$ cat src/rtl/pipe_defs.vh
// Shared pipeline-stage state encodings. Guarded so several files may
// pull it in within one compilation unit.
`ifndef PIPE_DEFS_VH
`define PIPE_DEFS_VH

`define PIPE_ST_EMPTY 2'd0
`define PIPE_ST_BUSY  2'd1
`define PIPE_ST_FULL  2'd2

`endif

$ cat src/rtl/pipe_skid_buf_pkg.sv
// Types, state constants and decode helpers for the two-entry skid buffer.
`include "pipe_defs.vh"

package pipe_skid_buf_pkg;

    // Controller state: EMPTY (0 entries), BUSY (1 entry), FULL (2 entries).
    typedef logic [1:0] state_t;

    localparam logic [1:0] ST_EMPTY = `PIPE_ST_EMPTY;
    localparam logic [1:0] ST_BUSY  = `PIPE_ST_BUSY;
    localparam logic [1:0] ST_FULL  = `PIPE_ST_FULL;

    // Source selection for the main register's data input.
    typedef enum logic {
        SEL_IN   = 1'b0,
        SEL_SKID = 1'b1
    } main_sel_t;

    // Number of entries held in a given state; illegal codes read as empty.
    function automatic logic [1:0] occ_decode(input state_t st);
        logic [1:0] occ;
        occ = 2'd0;
        case (st)
            ST_BUSY: occ = 2'd1;
            ST_FULL: occ = 2'd2;
            default: occ = 2'd0;
        endcase
        return occ;
    endfunction

endpackage

$ cat src/rtl/reg_rst_ce.sv
// Generic W-bit register with synchronous active-high clear and clock enable.
module reg_rst_ce #(
    parameter int W = 1
) (
    input  logic         clk,
    input  logic         rst,
    input  logic         ce,
    input  logic [W-1:0] d,
    output logic [W-1:0] q
);

    // Clear takes priority over the enable; otherwise load d when enabled.
    always_ff @(posedge clk) begin
        if (rst) begin
            q <= '0;
        end else if (ce) begin
            q <= d;
        end
    end

endmodule

$ cat src/rtl/pipe_skid_buf.sv
// Two-entry registered skid buffer. All handshake outputs come straight
// from the state register so nothing in the upstream/downstream handshake
// forms a combinational loop through this stage.
module pipe_skid_buf
    import pipe_skid_buf_pkg::*;
#(
    parameter int N = 32
) (
    input  logic         clk,
    input  logic         rst,
    input  logic [N-1:0] in_data,
    input  logic         in_valid,
    output logic         in_ready,
    output logic [N-1:0] out_data,
    output logic         out_valid,
    input  logic         out_ready,
    input  logic         flush,
    output logic [1:0]   occupancy
);

    state_t       state_reg;
    state_t       state_next;
    logic         main_ce;
    logic         skid_ce;
    main_sel_t    main_sel;
    logic [N-1:0] main_d;
    logic [N-1:0] main_q;
    logic [N-1:0] skid_q;
    logic         in_fire;
    logic         out_fire;

    // Handshake outputs decoded from state only.
    assign out_valid = (state_reg != ST_EMPTY);
    assign in_ready  = (state_reg != ST_FULL);
    assign occupancy = occ_decode(state_reg);
    assign out_data  = main_q;

    assign in_fire  = in_valid & in_ready;
    assign out_fire = out_valid & out_ready;

    // Main register refills either from upstream or from the skid slot.
    assign main_d = (main_sel == SEL_SKID) ? skid_q : in_data;

    // Next-state, clock-enable and mux-select generation.
    always_comb begin
        state_next = state_reg;
        main_ce    = 1'b0;
        skid_ce    = 1'b0;
        main_sel   = SEL_IN;
        case (state_reg)
            ST_EMPTY: begin
                if (in_fire) begin
                    main_ce    = 1'b1;
                    state_next = ST_BUSY;
                end
            end
            ST_BUSY: begin
                if (in_fire && out_fire) begin
                    main_ce    = 1'b1;
                end else if (out_fire) begin
                    state_next = ST_EMPTY;
                end else if (in_fire) begin
                    // Downstream stalled: park the new entry behind main.
                    skid_ce    = 1'b1;
                    state_next = ST_FULL;
                end
            end
            ST_FULL: begin
                if (out_fire) begin
                    main_ce    = 1'b1;
                    main_sel   = SEL_SKID;
                    state_next = ST_BUSY;
                end
            end
            default: begin
                // Unreachable code: fall back to a clean empty buffer.
                state_next = ST_EMPTY;
            end
        endcase

        // Flush discards everything held plus any entry arriving this cycle.
        // A concurrent out fire has already been consumed downstream.
        if (flush) begin
            state_next = ST_EMPTY;
            main_ce    = 1'b0;
            skid_ce    = 1'b0;
        end
    end

    // Controller state register with synchronous reset.
    always_ff @(posedge clk) begin
        if (rst) begin
            state_reg <= ST_EMPTY;
        end else begin
            state_reg <= state_next;
        end
    end

    reg_rst_ce #(
        .W(N)
    ) u_main (
        .clk(clk),
        .rst(rst),
        .ce (main_ce),
        .d  (main_d),
        .q  (main_q)
    );

    reg_rst_ce #(
        .W(N)
    ) u_skid (
        .clk(clk),
        .rst(rst),
        .ce (skid_ce),
        .d  (in_data),
        .q  (skid_q)
    );

endmodule

$ cat config.mk
export PLATFORM = sky130hd
export DESIGN_NAME = pipe_skid_buf
export DESIGN_NICKNAME = d
export VERILOG_FILES = /design/src/rtl/pipe_skid_buf_pkg.sv /design/src/rtl/reg_rst_ce.sv /design/src/rtl/pipe_skid_buf.sv
export VERILOG_INCLUDE_DIRS = /design/src /design/src/rtl
export SDC_FILE = /design/constraint.sdc
export NUM_CORES = 1
export LEC_CHECK = 0
export BUFFER_PORTS_ARGS = -buffer_cell sky130_fd_sc_hd__clkbuf_2
export CAP_MARGIN = 30
export CELL_PAD_IN_SITES_DETAIL_PLACEMENT = 1
export CELL_PAD_IN_SITES_GLOBAL_PLACEMENT = 1
export CORE_MARGIN = 2
export CORE_UTILIZATION = 35
export DETAILED_ROUTE_END_ITERATION = 8
export PLACE_DENSITY = 0.74
export SKIP_CTS_REPAIR_TIMING = 1
export SYNTH_ARGS = -nofsm -noshare
export SYNTH_HDL_FRONTEND = slang
export SYNTH_HIERARCHICAL = 1
export SYNTH_SLANG_ARGS = --single-unit
$ cat constraint.sdc
create_clock -name clk -period 1.48 [get_ports clk]
set_input_delay 0.37 -clock clk [delete_from_list [all_inputs] [get_ports clk]]
set_output_delay 0.37 -clock clk [all_outputs]
set_load 0.1 [all_outputs]
==> run_results.csv <==
group,metric,value,unit
die,row_count,33,
die,dieArea,9000,µm²
synth,synthArstFlopShare,0,%
synth,yosysWarnings,6,
clock_tree,cts_inserted_buffers,9,
place,io_buffers,72,
synth,synth_cell_types,22,
sta,setup_tns,-5.46,ns
power,total_power,4.35,mW
synth,synth_ff_type,"dfxtp_1",
setup_path,cp-start-kind,"register",
detailed_routing,wl_per_cell,15.9,µm
synth,synth-edff-count,0,
detailed_routing,vias,2169,
die,die-height,94.9,µm
setup_path,cp.required,1.11,ns
sta,min_period,1.69,ns
power,vdd_drop_max,0.452,mV
clock_tree,cts_buffer_depth,2,
global_routing,overflow,0,
clock_tree,cts.root.buffer_cell,"clkbuf_8",
global_routing,track_usage,15.1,%
place,placed_area,3590,µm²
detailed_routing,drc_errors,0,
setup_path,critical_path.slowest_cell,"dfxtp_2",
detailed_routing,antenna_left,0,
synth,synth_area_per_cell,11.2,µm²
place,dp_slack,-0.242,ns
place,dp_cells,436,
sta,worst_slack,-0.206,ns
run_status,violations,"setup timing",
final_layout,areaGrowthSynthToFinish,39.7,%
sta,slew_headroom,79.3,%
synth,synth.area.top_cells,"dfxtp_1, mux2i_1, mux2_2, nor2_1, buf_12",
detailed_routing,wl,7360,µm
detailed_routing,drt_pass1_iterations,4,
sta,period_share,114,%
sta,finalHoldViolations,0,
sta,finalClockSkew,0.00927,ns
sta,maxSlewViolCount,0,
die,core_area,8090,µm²
sta,worst_pin_slew,0.310,ns
final_layout,fin_nets,390,
synth,yosysMostFrequentCell,"dfxtp_1",
synth,ys_ff_latch,66,
die,die_w,94.9,µm
final_layout,fin_cells,463,
setup_path,path_buf_inv,3,
global_routing,antenna_found_initial,0,
synth,syn_area,2890,µm²
clock_tree,cts.sinks,66,
place,place.gp.congestion,0.832,
clock_tree,clock_latency,0.34,ns
power,p_leak,1.70,nW
sta,max_freq,593,MHz
sta,hold_slack,0.274,ns
final_layout,antenna_cells,0,
detailed_routing,drt_iter0_markers,63,
synth,synth_area_leader_cell,"dfxtp_1",
hold_path,worst_hold_path_type,"input port to register",
global_routing,grt_pass1_vias,2240,
synth,synth.yosys.seq_area_share,45.7,%
final_layout,fin_util,49.9,%
synth,netlist_top_cells_count,"dfxtp_1, mux2i_1, nor2_1, mux2_2",
die,start_util,35.7,%
final_layout,drive_above_1_share,45.0,%
clock_tree,clk_pin_slew,0.08,ns
run_status,status,"finished with violations",
setup_path,worstSetupPathType,"register to primary output",
clock_tree,h-tree-depth,3,
power,power.density,1080,nW/µm²
synth,syn_nets,296,
place,dpl.hpwl,4710,µm
final_layout,final_area,4040,µm²
final_layout,final.fill_count,916,
setup_path,crit_fanout,3,
setup_path,crit_arrival,1.32,ns
synth,netlist_instances,259,
setup_path,cp_top_family,"buffers and inverters",
synth,synth_top_area_share,45.7,%
clock_tree,tritoncts,"yes",
global_routing,grt_max_degree,35,
setup_path,path_cells,"and2b_4 > buf_6 > clkinvlp_4 > buf_12",
setup_path,critPathMaxStageDelay,0.33,ns
job,maxCapViolCount,0,
detailed_routing,via_per_inst,4.68,
sta,rsz0062_at_grt,"true",
setup_path,crit_path_end_kind,"primary output",
die,io_pins,73,
global_routing,grt_pass1_wl,10300,µm
sta,setup_viol,58,
## cell usage in the layout, fill, tap and decap left out, types with 2 or more instances in the layout
cell type,count
nor2_1,64
clkbuf_2,36
dfxtp_1,64
mux2i_2,2
clkbuf_16,4
nand2_1,2
clkinvlp_4,2
buf_12,15
clkinv_4,2
clkbuf_8,9
mux2_4,4
buf_4,37
mux2i_1,62
inv_6,2
buf_6,7
mux2_2,28
## layer usage
layer / global-route usage (%) / vias up / wire [µm]
met2: 25.9 / 47 / 3660
met3: 3.99 / 7 / 354
met1: 17.4 / 1049 / 3250
li1: - / 1066 / -
met4: 6.88 / 0 / 93
met5: 0 / - / 0
## cell families (layout without fill, tap and decap cells)
kind of cell / count (synthesis) / in the layout / synth area share, %
flip-flops: 66 / 66 / 45.7
multiplexers: 96 / 96 / 34.9
buffers and inverters: 18 / 117 / 7.28
AND/OR/NAND/NOR: 75 / 75 / 11.1
AO/OA/AOI/OAI: 4 / 4 / 0.953
## path summary, 6_finish.rpt
| kind | startpoint | slack, ns | endpoint | depth (start not counted) |
|---|---|---|---|---|
| hold / removal | in_data[9] | 0.27 | u_skid/q[9] | 3 |
| hold reg to reg | u_skid/q[27] | 0.50 | u_skid/q[27] | 2 |
| setup / recovery | state_reg[0] | -0.21 | in_ready | 4 |
| setup reg to reg | state_reg[1] | -0.18 | u_main/q[2] | 7 |
## cell type report
class / instances / area [µm²] / share of cell area (%)
clock inverters: 7 / 77.6 / 1.92
flip-flops and latches: 66 / 1330 / 32.9
repair buffers: 100 / 952 / 23.6
inverters: 1 / 7.51 / 0.186
clock buffers: 9 / 124 / 3.07
well taps: 105 / 131 / 3.26
multi-input cells: 175 / 1420 / 35.1
## report_power, final
group	internal, mW	total [mW]	switching (mW)
logic	0.322	0.932	0.610
registers	1.83	1.87	0.0385
clock network	0.792	1.54	0.751
## tightest hold or removal path, cell delays in order
cell and delay [ns]:
clkbuf_2 0.09, mux2i_1 0.06, nor2_1 0.07
Power figures use the tool's default switching activity.
